**src/rtl/fetch_pkg.sv**
```systemverilog
// fetch_pkg: fetch-stage state encoding and IF/ID register layout shared with decode.
package fetch_pkg;
  typedef enum logic [1:0] {FETCH, DROP, HELD} fetch_state_e;
  localparam int IFID_W = 64;
  localparam int INSTR_LSB = 32;
  localparam int PC_LSB = 0;
  localparam logic [31:0] NOP_WORD = 32'h0000_0000;
  function automatic logic [IFID_W-1:0] ifid_pack(input logic [31:0] instr, input logic [31:0] pc);
    ifid_pack = '0;
    ifid_pack[INSTR_LSB +: 32] = instr;
    ifid_pack[PC_LSB +: 32] = pc;
  endfunction
endpackage

```
**src/rtl/fetch_if.sv**
```systemverilog
// fetch_if: instruction-memory req/ack port between fetch (master) and imem (slave).
interface fetch_if;
  logic imem_req;
  logic [31:0] imem_addr;
  logic imem_ack;
  logic [31:0] imem_rdata;
  modport master (output imem_req, imem_addr, input imem_ack, imem_rdata);
  modport slave (input imem_req, imem_addr, output imem_ack, imem_rdata);
endinterface

```
**src/rtl/fetch_hold_buffer.sv**
```systemverilog
// fetch_hold_buffer: parks one fetched word while decode stalls; load wins over clear.
module fetch_hold_buffer (
  input  logic clk,
  input  logic rst,
  input  logic load,
  input  logic clear,
  input  logic [31:0] din,
  output logic [31:0] dout,
  output logic valid
);
  logic [31:0] data_q, data_d;
  logic valid_q, valid_d;
  always_comb begin
    data_d = load ? din : (clear ? '0 : data_q);
    valid_d = load || (valid_q && !clear);
  end
  always_ff @(posedge clk) begin
    if (rst) begin
      data_q <= '0;
      valid_q <= 1'b0;
    end else begin
      data_q <= data_d;
      valid_q <= valid_d;
    end
  end
  assign dout = data_q;
  assign valid = valid_q;
endmodule

```
**src/rtl/fetch_stage.sv**
```systemverilog
// fetch_stage: owns the PC, runs the imem req/ack FSM and fills IFIDReg for decode.
// FETCH_PERF_CNT_EN adds saturating perf_fetched/perf_stalls counters.
module fetch_stage
  import fetch_pkg::*;
#(
  parameter logic [31:0] RESET_PC = 32'h0000_0000,
  parameter logic [31:0] NOP_INSTR = NOP_WORD
) (
  input  logic clk,
  input  logic rst,
  input  logic pcHOLD,
  input  logic BranchControlSignal,
  input  logic [31:0] BranchTarget,
  fetch_if.master imem,
  output logic [IFID_W-1:0] IFIDReg,
  output logic fetch_stall
`ifdef FETCH_PERF_CNT_EN
  ,
  output logic [31:0] perf_fetched,
  output logic [31:0] perf_stalls
`endif
);
  localparam logic [IFID_W-1:0] BUBBLE = ifid_pack(NOP_INSTR, 32'h0);
  fetch_state_e state_q, state_d;
  logic [31:0] pc_q, pc_d, redir_q, redir_d, pc4, tgt, buf_dout;
  logic [IFID_W-1:0] ifid_q, ifid_d;
  logic req_q, req_d, ack, load_en, buf_load, buf_clear, buf_valid;
  assign pc4 = pc_q + 32'd4;
  assign tgt = BranchTarget & ~32'h3;
  // the cycle right after reset has no request outstanding, so an ack then is ignored
  assign ack = imem.imem_ack && req_q;
  fetch_hold_buffer u_buf (
    .clk(clk), .rst(rst), .load(buf_load), .clear(buf_clear),
    .din(imem.imem_rdata), .dout(buf_dout), .valid(buf_valid)
  );
  always_comb begin
    state_d = state_q;
    pc_d = pc_q;
    redir_d = redir_q;
    ifid_d = ifid_q;
    load_en = 1'b0;
    buf_load = 1'b0;
    buf_clear = 1'b0;
    case (state_q)
      FETCH: begin
        if (BranchControlSignal) begin
          ifid_d = BUBBLE;
          pc_d = ack ? tgt : pc_q;
          redir_d = ack ? redir_q : tgt;
          state_d = ack ? FETCH : DROP;
        end else if (ack && pcHOLD) begin
          buf_load = 1'b1;
          state_d = HELD;
        end else if (ack) begin
          ifid_d = ifid_pack(imem.imem_rdata, pc4);
          pc_d = pc4;
          load_en = 1'b1;
        end else if (!pcHOLD) begin
          ifid_d = BUBBLE;
        end
      end
      DROP: begin
        ifid_d = BUBBLE;
        redir_d = BranchControlSignal ? tgt : redir_q;
        if (ack) begin
          pc_d = BranchControlSignal ? tgt : redir_q;
          state_d = FETCH;
        end
      end
      HELD: begin
        if (BranchControlSignal) begin
          buf_clear = 1'b1;
          pc_d = tgt;
          ifid_d = BUBBLE;
          state_d = FETCH;
        end else if (!pcHOLD && buf_valid) begin
          buf_clear = 1'b1;
          ifid_d = ifid_pack(buf_dout, pc4);
          pc_d = pc4;
          load_en = 1'b1;
          state_d = FETCH;
        end
      end
      default: state_d = FETCH;
    endcase
    req_d = state_d != HELD;
  end
  always_ff @(posedge clk) begin
    if (rst) begin
      state_q <= FETCH;
      pc_q <= RESET_PC;
      redir_q <= '0;
      ifid_q <= BUBBLE;
      req_q <= 1'b0;
    end else begin
      state_q <= state_d;
      pc_q <= pc_d;
      redir_q <= redir_d;
      ifid_q <= ifid_d;
      req_q <= req_d;
    end
  end
  assign imem.imem_req = req_q;
  assign imem.imem_addr = pc_q;
  assign IFIDReg = ifid_q;
  assign fetch_stall = rst || !load_en;
`ifdef FETCH_PERF_CNT_EN
  logic [31:0] fetched_q, fetched_d, stalls_q, stalls_d;
  always_comb begin
    fetched_d = fetched_q + {31'b0, load_en && !(&fetched_q)};
    stalls_d = stalls_q + {31'b0, fetch_stall && !(&stalls_q)};
  end
  always_ff @(posedge clk) begin
    if (rst) begin
      fetched_q <= '0;
      stalls_q <= '0;
    end else begin
      fetched_q <= fetched_d;
      stalls_q <= stalls_d;
    end
  end
  assign perf_fetched = fetched_q;
  assign perf_stalls = stalls_q;
`endif
endmodule
```
**src/flat_wrapper.sv**
```systemverilog
// flat-port wrapper written by rule: the top's interface ports become plain ports
module fetch_stage_flat import fetch_pkg::*;
#(
  parameter logic [31:0] RESET_PC = 32'h0000_0000,
  parameter logic [31:0] NOP_INSTR = NOP_WORD
)
  (clk, rst, pcHOLD, BranchControlSignal, BranchTarget, IFIDReg, fetch_stall, imem_imem_req, imem_imem_addr, imem_imem_ack, imem_imem_rdata);
  fetch_if imem_i ();
  input  logic clk;
  input  logic rst;
  input  logic pcHOLD;
  input  logic BranchControlSignal;
  input  logic [31:0] BranchTarget;
  output logic [IFID_W-1:0] IFIDReg;
  output logic fetch_stall;
  output wire logic [$bits(imem_i.imem_req)-1:0] imem_imem_req;
  output wire logic [$bits(imem_i.imem_addr)-1:0] imem_imem_addr;
  input wire logic [$bits(imem_i.imem_ack)-1:0] imem_imem_ack;
  input wire logic [$bits(imem_i.imem_rdata)-1:0] imem_imem_rdata;
  assign imem_imem_req = imem_i.imem_req;
  assign imem_imem_addr = imem_i.imem_addr;
  assign imem_i.imem_ack = imem_imem_ack;
  assign imem_i.imem_rdata = imem_imem_rdata;
  fetch_stage #(.RESET_PC(RESET_PC), .NOP_INSTR(NOP_INSTR)) u_core (.clk(clk), .rst(rst), .pcHOLD(pcHOLD), .BranchControlSignal(BranchControlSignal), .BranchTarget(BranchTarget), .imem(imem_i), .IFIDReg(IFIDReg), .fetch_stall(fetch_stall));
endmodule
```
**config.mk**
```make
export PLATFORM = sky130hd
export DESIGN_NAME = fetch_stage_flat
export DESIGN_NICKNAME = d
export VERILOG_FILES = /design/src/rtl/fetch_pkg.sv /design/src/rtl/fetch_if.sv /design/src/rtl/fetch_hold_buffer.sv /design/src/rtl/fetch_stage.sv /design/src/flat_wrapper.sv
export SDC_FILE = /design/constraint.sdc
export NUM_CORES = 1
export LEC_CHECK = 0
export BUFFER_PORTS_ARGS = -buffer_cell sky130_fd_sc_hd__buf_2
export CAP_MARGIN = 20
export CORE_ASPECT_RATIO = 1.25
export CORE_MARGIN = 2
export CORE_UTILIZATION = 35
export DETAILED_ROUTE_END_ITERATION = 6
export GPL_TIMING_DRIVEN = 0
export SYNTH_ARGS = -nofsm -noshare
export SYNTH_HDL_FRONTEND = slang
export SYNTH_SLANG_ARGS = --single-unit
```
**constraint.sdc**
```tcl
create_clock -name clk -period 1.95 [get_ports clk]
set_clock_uncertainty 0.05 [all_clocks]
set_input_delay 0.195 -clock clk [delete_from_list [all_inputs] [get_ports clk]]
set_output_delay 0.195 -clock clk [all_outputs]
set_load 0.05 [all_outputs]
```
==> run summary, run 1 <==
Synth async-reset ratio: 0
Largest net degree at the start of global routing: 17
I/O Pins: 167
Core Footprint: 20700 um2
Fin. Hold Viols: 0
Slew @ Worst Pin: 0.790 ns
Psw: 3270 uW
Worst hold path type: in -> reg
Clock power share: 0.352
Fin. max-slew vios: 0
Total negative slack: -1.12 ns
Combinational share of power: 0.246
Violated checks: negative setup slack
Detailed placer's ending HPWL: 18900 um
Max stage delay on crit path: 0.39 ns
RD Place Congestion: 0.928
Top Family by Delay on Critical Path: compound AO/OA/AOI/OAI gates
Place WS: -0.777 ns
Unique masters post-synth: 61
CP arrival: 1.81 ns
EDFF count, synth: 0
Sw Ratio: 0.345
WL per Instance: 18.9 um
Nets: 1259
Design Area, Final: 11100 um2
Number of diodes: 0
Yosys top cell area share: 0.447
Rel. slew slack: 0.473
Area growth, synth to finish: 51.2%
Worst Slack Setup Final: -0.105 ns
Initial core utilization: 0.354
Sequential fraction of the synthesis area: 0.447
CTS tree: built
Area post-placement: 8600 um2
Starting DRT DRC Count: 677
Setup CP Type: reg -> out
Vias in the first global route: 7549
Slowest-stage cell, CP: a2111o_1
DRT Wirelength: 27900 um
Syn_area_per_cell: 8.11 um2
VDD IR max: 0.641 mV
Ys flop type: dfxtp_1
Initial antenna violation count: 1
Share of total power in sequential cells: 0.402
Status: finished with violations
H-tree Lvls: 4
CTS root buf: clkbuf_16
Yosys reg bits: 164
Min Clock Period, post-route: 2.05 ns
Row cnt: 59
# clock sinks: 164
I/O Buffers: 164
Via-to-Cell Ratio: 5.50
Data required time at the worst endpoint: 1.70 ns
Startpoint Class: flip-flop
Worst skew pair latency: 0.43 ns
Via Count: 8097
Min Hold Slack: 0.110 ns
Fill cells: 1898
Worst-path cell chain: inv_4 -> ha_4 -> buf_8 -> nand3_4 -> a2111o_1 -> buf_6
Clk slew on worst S/H paths: 0.07 ns
ANT nets after route: 0
Post-Syn Area: 7350 um2
CP Max Fanout: 4
Horiz. Die Dim: 134 um
Yosys Warn Count: 0
First-pass iteration count of the detailed router: 5
Net Count, Synth: 980
Leak: 0.00451 uW
Layout cells sized above 1: 0.353
RSZ-0062 raised after global routing: true
Most area-hungry cell type in the Yosys netlist: dfxtp_1
Fmax: 487 MHz
Die span in y: 166 um
Num CTS Buffers: 17
Internal power: 6190 uW
Fin crit share: 1.05
Worst Setup End Kind: output pin
Pwr/cell area: 851 nW/um2
Max-Cap Viols: 0
Clock buffer depth: 2
First-pass GRT wire length: 41800 um
Tot GR Track Use: 0.239
Die area: 22200 um2
Cell count after synthesis: 906
Drc violations: 0
Total grt overflow: 0
Crit path buffers/inverters: 3
Final setup violation count: 23
Main area contributors after synthesis: dfxtp_1 45%, nor2_1 6.3%, nand2_1 5.6%
==> per-layer routing <==
metal  vias up  global-route usage  share of wire
li1       3863                   -              -
met1      3840               0.290           0.40
met2       343               0.421           0.51
met3        49              0.0485          0.068
met4         2              0.0763          0.025
met5         -                   0        0.00050
==> registers in the layout, summed over array words and instances, names as in the netlist <==
name and count:
u_core.IFIDReg 64, u_core.imem.imem_addr 32, u_core.redir_q 32, u_core.u_buf.dout 32
u_core.state_q 2, u_core.imem.imem_req 1, u_core.u_buf.valid 1
==> metrics by stage <==
step	cells	power (uW)	utilization
detailed placement	1344	5670	0.415
CTS	1451	9240	0.500
global placement	1344	5650	0.415
floorplan	906	5070	-
finish	1472	9460	0.536
global route	1472	9800	0.536
==> power by group through the flow <==
| stage | logic, uW | clock network, uW | registers [uW] |
|---|---|---|---|
| floorplan | 828 | 0 | 4250 |
| global placement | 1840 | 0 | 3820 |
| detailed placement | 1850 | 0 | 3820 |
| CTS | 2110 | 3370 | 3770 |
| global route | 2470 | 3500 | 3830 |
| finish | 2330 | 3330 | 3800 |
==> cells by family after synthesis <==
| kind of cell | after synthesis | share of synthesized area |
|---|---|---|
| muxes | 3 | 0.00409 |
| AOI/OAI and AO/OA | 247 | 0.229 |
| DFF | 164 | 0.447 |
| xor gates and xnor gates | 25 | 0.0298 |
| buffers and inverters | 85 | 0.0463 |
| adders and majority gates | 5 | 0.00851 |
| and+or+nand+nor | 377 | 0.235 |
==> synth_stat cells, drive strengths merged, types with 2 or more instances <==
| master | number |
|---|---|
| nand3 | 27 |
| a22oi | 42 |
| and2 | 3 |
| o31a | 3 |
| and3 | 14 |
| ha | 5 |
| nand4 | 7 |
| o211a | 2 |
| xor2 | 6 |
| a21o | 2 |
| o2111ai | 2 |
| a221oi | 43 |
| nor4b | 2 |
| inv | 9 |
| o221ai | 7 |
| mux2i | 3 |
| o211ai | 3 |
| nand2b | 7 |
| xnor2 | 19 |
| nor4 | 18 |
| clkbuf | 66 |
| buf | 10 |
| or3 | 5 |
| nor3 | 48 |
| o21a | 2 |
| nor2b | 3 |
| a2bb2oi | 2 |
| nor2 | 124 |
| a21bo | 2 |
| nor3b | 2 |
| o21ai | 40 |
| nand2 | 111 |
| dfxtp | 164 |
| a211oi | 8 |
| a31oi | 2 |
| and4 | 4 |
| a2111oi | 2 |
| a22o | 2 |
| o31ai | 2 |
| o41ai | 2 |
| or2 | 2 |
| a21oi | 69 |
==> layout make-up <==
type                       instances  area [um2]  share of cell area
multi-input combinational        657        4530               0.407
buffer                            68         459              0.0413
tap                              274         343              0.0309
timing repair buffer             268        1820               0.164
clock buffer                      20         468              0.0421
sequential                       164        3350               0.301
clock inverter                    12         108             0.00968
inverter                           9        38.8             0.00349
==> cells in the final DEF (no fill, tap or decap), drive strengths merged, types with 16 or more instances in the layout <==
cell type and instances:
nor3 48, inv 16, nand3 27, nor4 18, nand2 111, a22oi 42
nor2 124, o21ai 40, a221oi 43, a21oi 69, buf 226, xnor2 19
dlygate4sd3 62, clkbuf 68, dfxtp 164
==> tightest hold or removal path, delay by kind of cell <==
kind | cells | cell delay, ns
and+or+nand+nor | 2 | 0.15
AOI/OAI and AO/OA | 1 | 0.05
buffers and inverters | 1 | 0.15
==> path summary, 6_finish.rpt <==
kind	start	end	slack, ns	cells after the start
worst min-delay path	rst	u_core.IFIDReg[17]$_SDFFE_PP0P_	0.11	4
worst max register to register	u_core.state_q[0]$_SDFF_PP0_	u_core.IFIDReg[18]$_SDFFE_PP0P_	-0.09	9
worst min register to register	u_core.IFIDReg[17]$_SDFFE_PP0P_	u_core.IFIDReg[17]$_SDFFE_PP0P_	0.39	2
worst max-delay path	u_core.state_q[1]$_SDFF_PP0_	fetch_stall	-0.10	6
==> timing repair <==
| item | CTS | global route |
|---|---|---|
| endpoints found under the hold margin | 62 | 0 |
| hold buffers | 62 | 0 |
| setup endpoints to repair | 160 | 156 |
| buffers inserted | 14 | 25 |
| gates resized for setup | 124 | 142 |
| cloned | 2 | 1 |
| pin swaps | 10 | 16 |
Note: power is estimated with default switching activity, not from simulation.
==> run 2: changes to the inputs <==
--- a/constraint.sdc
+++ b/constraint.sdc
@@ -3,3 +3,3 @@
 set_input_delay 0.195 -clock clk [delete_from_list [all_inputs] [get_ports clk]]
 set_output_delay 0.195 -clock clk [all_outputs]
-set_load 0.05 [all_outputs]
+set_load 0.02 [all_outputs]
==> run 2 against run 1 <==
The flow still finishes with violations (negative setup slack). Sequential share of layout area up 0.14 points. Clock-buffer cell count down 3. Total power down 3.6%. Critical path depth up 3. Cell count up 0.27%. Flip-flop and latch count unchanged. Core utilization down 0.62 points. Sequential power about the same. Register-to-register slack about the same. Non-clock buffer count up 4. Setup slack better by 0.022 ns. Wire length down 1.9%. Largest cell class unchanged.
==> run summary, run 2 (synthesis results as in run 1) <==
Most common cell after layout, fill and taps aside: buf_2 (unchanged)
Sw Ratio: 0.323 (was 0.345)
Die span in y: 166 um (unchanged)
Reg-to-Reg Start: u_core.state_q[0]$_SDFF_PP0_ (unchanged)
Drc violations: 0 (unchanged)
Leak: 0.00452 uW (was 0.00451 uW)
Final Non-Filler Cells: 1476 (was 1472)
Initial antenna violation count: 0 (was 1)
Share of total power in sequential cells: 0.418 (was 0.402)
Pwr Total: 9120 uW (was 9460 uW)
Max reg flops: 64 (unchanged)
Row cnt: 59 (unchanged)
Via-to-Cell Ratio: 5.51 (was 5.50)
Clock power share: 0.371 (was 0.352)
Pwr/cell area: 830 nW/um2 (was 851 nW/um2)
RD Place Congestion: 0.912 (was 0.928)
Internal power: 6170 uW (was 6190 uW)
Data required time at the worst endpoint: 2.27 ns (was 1.70 ns)
Horiz. Die Dim: 134 um (unchanged)
GR Util met2: 0.406 (was 0.421)
Busiest grt layer: met2 (unchanged)
Status: finished with violations (unchanged)
# clock sinks: 164 (unchanged)
RSZ-0062 raised after global routing: true (unchanged)
Psw: 2950 uW (was 3270 uW)
Placed cell count: 1346 (was 1344)
I/O Pins: 167 (unchanged)
Min Clock Period, post-route: 2.03 ns (was 2.05 ns)
Setup CP Type: reg -> reg (was reg -> out)
Initial core utilization: 0.354 (unchanged)
Met3 usage: 0.0418 (was 0.0485)
Met1 Usage GRT: 0.284 (was 0.290)
Crit. Startpoint: u_core.state_q[0]$_SDFF_PP0_ (was u_core.state_q[1]$_SDFF_PP0_)
First-pass iteration count of the detailed router: 7 (was 5)
Layout cells sized above 1: 0.348 (was 0.353)
Total grt overflow: 0 (unchanged)
WL per Instance: 18.5 um (was 18.9 um)
Fmax: 492 MHz (was 487 MHz)
Max-Cap Viols: 0 (unchanged)
Tot GR Track Use: 0.237 (was 0.239)
DRT Wirelength: 27300 um (was 27900 um)
Starting DRT DRC Count: 622 (was 677)
Combinational share of power: 0.212 (was 0.246)
First-pass GRT wire length: 41500 um (was 41800 um)
Worst skew pair latency: 0.43 ns (about the same)
Fin. max-slew vios: 0 (unchanged)
Worst Slack Setup Final: -0.0826 ns (was -0.105 ns)
Reg-to-reg slack, setup: -0.08 ns (was -0.09 ns)
Worst hold path type: in -> reg (unchanged)
Largest net degree at the start of global routing: 18 (was 17)
Num CTS Buffers: 17 (unchanged)
VDD IR max: 0.563 mV (was 0.641 mV)
CP Max Fanout: 7 (was 4)
Startpoint Class: flip-flop (unchanged)
Hold path cells: 4 (unchanged)
Die area: 22200 um2 (unchanged)
Final setup violation count: 26 (was 23)
Worst r2r dst: u_core.IFIDReg[24]$_SDFFE_PP0P_ (was u_core.IFIDReg[18]$_SDFFE_PP0P_)
Core Footprint: 20700 um2 (unchanged)
Worst Setup End Kind: flip-flop (was output pin)
I/O Buffers: 164 (unchanged)
CP arrival: 2.36 ns (was 1.81 ns)
Number of diodes: 0 (unchanged)
Clk slew on worst S/H paths: 0.07 ns (about the same)
Nets: 1263 (was 1259)
Final Core Density: 0.530 (was 0.536)
Violated checks: negative setup slack (unchanged)
H-tree Lvls: 4 (unchanged)
Rel. slew slack: 0.434 (was 0.473)
Slew @ Worst Pin: 0.850 ns (was 0.790 ns)
Fin crit share: 1.04 (was 1.05)
Min Hold Slack: 0.0789 ns (was 0.110 ns)
Vias in the first global route: 7629 (was 7549)
Place WS: -0.901 ns (was -0.777 ns)
Fin. Hold Viols: 0 (unchanged)
Worst Reg-to-Reg Cells: 9 (unchanged)
ANT nets after route: 0 (unchanged)
CTS tree: built (unchanged)
Detailed placer's ending HPWL: 18800 um (was 18900 um)
CTS root buf: clkbuf_16 (unchanged)
Clock buffer depth: 2 (unchanged)
Fill cells: 1930 (was 1898)
Area growth, synth to finish: 49.4% (was 51.2%)
Via Count: 8137 (was 8097)
Most frequent cells in the layout: 172 x buf_2, 142 x dfxtp_1, 120 x nor2_1, 109 x nand2_1, 66 x a21oi_1 (was 166 x buf_2, 138 x dfxtp_1, 120 x nor2_1, 109 x nand2_1, 64 x a21oi_1)
Hold Crit Endpoint: u_core.IFIDReg[17]$_SDFFE_PP0P_ (unchanged)
Hold_sp: rst (unchanged)
## run 2: layout make-up
cell class / count / area, um2 / area share
clock inverters: 15 / 163 / 0.0148
inverters: 9 / 38.8 / 0.00353
multi-input cells: 657 / 4420 / 0.402
repair buffers: 272 / 1820 / 0.166
well taps: 274 / 343 / 0.0312
plain buffers: 68 / 452 / 0.0411
clock buffers: 17 / 425 / 0.0387
flip-flops and latches: 164 / 3320 / 0.303
## run 2: stage by stage
stage	TNS, ns	area [um2]
after global placement	-70.09	8540
after floorplan	-0.801	7380
final	-1.48	11000
after CTS	-1.98	10300
after global routing	-2.75	11000
after detailed placement	-73.14	8550
## run 2: power by group through the flow
| stage | Clock [uW] | Combinational (uW) | Sequential (uW) |
|---|---|---|---|
| final | 3380 | 1930 | 3810 |
| after global routing | 3580 | 2070 | 3830 |
| after CTS | 3430 | 1760 | 3770 |
| after detailed placement | 0 | 1540 | 3810 |
| after global placement | 0 | 1530 | 3810 |
| after floorplan | 0 | 822 | 3940 |
## run 2: worst max-delay path by stage
stage | end | cells past startpoint | slack, ns
final | u_core.IFIDReg[24]$_SDFFE_PP0P_ | 9 | -0.08
after global routing | fetch_stall | 6 | -0.12
after CTS | fetch_stall | 6 | -0.09
after detailed placement | u_core.IFIDReg[13]$_SDFFE_PP0P_ | 8 | -0.90
after global placement | u_core.IFIDReg[13]$_SDFFE_PP0P_ | 8 | -0.90
after floorplan | u_core.IFIDReg[25]$_SDFFE_PP0P_ | 9 | -0.08
## run 2: critical path, stage by stage, from the launching register on
cell,delay [ns]
dfxtp_2,0.36
inv_4,0.05
ha_4,0.15
nor2b_4,0.14
a221o_1,0.33
buf_6,0.15
nor3_4,0.31
nand2_4,0.15
buf_6,0.17
o21ai_2,0.10
## run 2: routing by layer
layer / wire [um] / vias to the layer above
li1: - / 3859
met1: 10900 / 3843
met2: 13500 / 365
met3: 1860 / 70
met4: 1060 / 0
met5: 0 / -
## run 2: timing repair
item                                   CTS  global route
endpoints found under the hold margin   62             0
setup endpoints to repair              163           154
pin swaps                               31            22
resized for setup                      124           146
hold buffers                            62             0
setup buffers                           21            22
gates cloned                             1             0
==> run 3: changes to the inputs <==
- CORE_ASPECT_RATIO: 1.25 -> 1.75
==> run 3 against run 2 <==
Critical endpoint is now u_core.imem.imem_addr[16]$_SDFFE_PP0P_. The run still ends with negative setup slack left. Clock-buffer cell count grew 4. Final area grew 2.3%. Die area grew 0.18%. Core utilization grew 1.2 points.
==> run summary, run 3 (synthesis results as in run 1) <==
Area of the multi-input gates: 4650 um2 (was 4420 um2)
Leak: 0.00456 uW (was 0.00452 uW)
Combinational share of power: 0.227 (was 0.212)
Setup CP Type: reg -> reg (unchanged)
Data required time at the worst endpoint: 2.24 ns (was 2.27 ns)
Violated checks: negative setup slack (unchanged)
Area growth, synth to finish: 52.9% (was 49.4%)
Drc violations: 0 (unchanged)
CP Max Fanout: 6 (was 7)
Tot GR Track Use: 0.249 (was 0.237)
Fmax: 487 MHz (was 492 MHz)
Most common cell after layout, fill and taps aside: buf_2 (unchanged)
Place WS: -0.882 ns (was -0.901 ns)
Core Footprint: 20800 um2 (was 20700 um2)
Total negative slack: -1.93 ns (was -1.48 ns)
Die area: 22200 um2 (about the same)
Hold path cells: 3 (was 4)
Vias in the first global route: 7674 (was 7629)
Startpoint Class: flip-flop (unchanged)
Row cnt: 70 (was 59)
CTS root buf: clkbuf_16 (unchanged)
Clock power share: 0.363 (was 0.371)
First-pass GRT wire length: 42300 um (was 41500 um)
Max reg flops: 64 (unchanged)
H-tree Lvls: 4 (unchanged)
Initial antenna violation count: 0 (unchanged)
Final setup violation count: 43 (was 26)
Fin. max-slew vios: 0 (unchanged)
Max-Cap Viols: 0 (unchanged)
Crit. Startpoint: u_core.state_q[0]$_SDFF_PP0_ (unchanged)
Layout cells sized above 1: 0.374 (was 0.348)
# clock sinks: 164 (unchanged)
Sw Ratio: 0.315 (was 0.323)
DRT Wirelength: 29000 um (was 27300 um)
Worst Setup End Kind: flip-flop (unchanged)
Die span in y: 196 um (was 166 um)
Reg-to-reg slack, setup: -0.10 ns (was -0.08 ns)
Fin. Hold Viols: 0 (unchanged)
Hold Crit Endpoint: u_core.u_buf.dout[18]$_SDFFE_PP0P_ (was u_core.IFIDReg[17]$_SDFFE_PP0P_)
Design Area, Final: 11200 um2 (was 11000 um2)
Via Count: 8097 (was 8137)
Hold_sp: imem_imem_rdata[18] (was rst)
Worst hold path type: in -> reg (unchanged)
Worst skew pair latency: 0.45 ns (was 0.43 ns)
VDD IR max: 0.588 mV (was 0.563 mV)
Pwr/cell area: 828 nW/um2 (was 830 nW/um2)
Starting DRT DRC Count: 471 (was 622)
Clock buffer depth: 2 (unchanged)
WL per Instance: 20.0 um (was 18.5 um)
Final Non-Filler Cells: 1450 (was 1476)
Status: finished with violations (unchanged)
CP arrival: 2.35 ns (was 2.36 ns)
Placed cell count: 1324 (was 1346)
CTS tree: built (unchanged)
Reg-to-Reg Start: u_core.state_q[0]$_SDFF_PP0_ (unchanged)
Detailed placer's ending HPWL: 20300 um (was 18800 um)
Min Clock Period, post-route: 2.05 ns (was 2.03 ns)
I/O Pins: 167 (unchanged)
Via-to-Cell Ratio: 5.58 (was 5.51)
Worst Reg-to-Reg Cells: 10 (was 9)
Area post-placement: 8530 um2 (was 8550 um2)
Share of total power in sequential cells: 0.410 (was 0.418)
I/O Buffers: 164 (unchanged)
Largest net degree at the start of global routing: 17 (was 18)
Slew @ Worst Pin: 0.890 ns (was 0.850 ns)
Worst Slack Setup Final: -0.104 ns (was -0.0826 ns)
Fill cells: 1896 (was 1930)
FF+latch area: 3330 um2 (was 3320 um2)
Total grt overflow: 0 (unchanged)
Internal power: 6370 uW (was 6170 uW)
RSZ-0062 raised after global routing: true (unchanged)
Number of diodes: 0 (unchanged)
Most frequent cells in the layout: 169 x buf_2, 141 x dfxtp_1, 118 x nor2_1, 108 x nand2_1, 60 x a21oi_1 (was 172 x buf_2, 142 x dfxtp_1, 120 x nor2_1, 109 x nand2_1, 66 x a21oi_1)
First-pass iteration count of the detailed router: 5 (was 7)
Nets: 1259 (was 1263)
Psw: 2930 uW (was 2950 uW)
Num CTS Buffers: 17 (unchanged)
Initial core utilization: 0.354 (about the same)
Fin crit share: 1.05 (was 1.04)
Horiz. Die Dim: 114 um (was 134 um)
ANT nets after route: 0 (unchanged)
Rel. slew slack: 0.407 (was 0.434)
RD Place Congestion: 0.910 (was 0.912)
Clk slew on worst S/H paths: 0.07 ns (about the same)
Worst r2r dst: u_core.imem.imem_addr[16]$_SDFFE_PP0P_ (was u_core.IFIDReg[24]$_SDFFE_PP0P_)
## run 3: cell count changes in the layout (fill, tap and decap cells not counted), sizes merged
cell	change
inv	-5
clkbuf	+4
clkinv	-3
clkinvlp	+3
dlygate4sd3	-3
buf	-2
bufinv	+1
nand3	+1
## run 3: stage by stage
step,hold WS (ns),util,power [uW]
floorplan,0.281,-,4760
global placement,0.381,0.410,5350
detailed placement,0.386,0.411,5370
CTS,0.000352,0.499,8990
global route,0.0225,0.541,9630
finish,0.0102,0.541,9310
## run 3: worst max path at each step
| stage | to | slack, ns |
|---|---|---|
| after floorplan | u_core.IFIDReg[25]$_SDFFE_PP0P_ | -0.08 |
| after global placement | u_core.IFIDReg[13]$_SDFFE_PP0P_ | -0.92 |
| after detailed placement | u_core.IFIDReg[13]$_SDFFE_PP0P_ | -0.88 |
| after CTS | fetch_stall | -0.1 |
| after global routing | u_core.imem.imem_addr[15]$_SDFFE_PP0P_ | -0.18 |
| final | u_core.imem.imem_addr[16]$_SDFFE_PP0P_ | -0.10 |
## run 3: layout make-up
cell class | instances | area share
clock buffer | 21 | 0.0401
inverter | 9 | 0.00345
buffer | 67 | 0.0415
multi-input combinational | 658 | 0.414
timing repair buffer | 268 | 0.165
sequential | 164 | 0.297
tap | 252 | 0.0281
clock inverter | 11 | 0.0112
## run 3: worst max-delay path, cell delays in order (launching register included)
cell       delay, ns
dfxtp_4         0.37
inv_4           0.05
ha_4            0.15
nor2b_4         0.13
buf_12          0.13
buf_6           0.11
a21oi_4         0.19
and2_4          0.25
buf_12          0.14
nor2_1          0.05
a2111oi_2       0.33
## run 3: layer usage
metal | vias up | track usage | wire length [um]
met5 | - | 0 | 0
met4 | 0 | 0.131 | 1430
met3 | 89 | 0.0417 | 1460
met2 | 333 | 0.472 | 15900
met1 | 3813 | 0.254 | 10200
li1 | 3862 | - | -
## run 3: power groups by stage
stage / sequential (uW) / combinational [uW] / clock, uW
floorplan: 3940 / 822 / 0
global placement: 3810 / 1540 / 0
detailed placement: 3820 / 1550 / 0
CTS: 3780 / 1790 / 3420
global route: 3840 / 2250 / 3540
finish: 3820 / 2110 / 3380
## run 3: repair_timing
action                                  CTS  global route
pin swaps                                27            34
gates resized for setup                 144           173
hold buffers                             59             0
hold endpoints to repair                 59             0
buffers inserted                         18            22
cloned                                    1             3
endpoints found under the setup margin  163           154
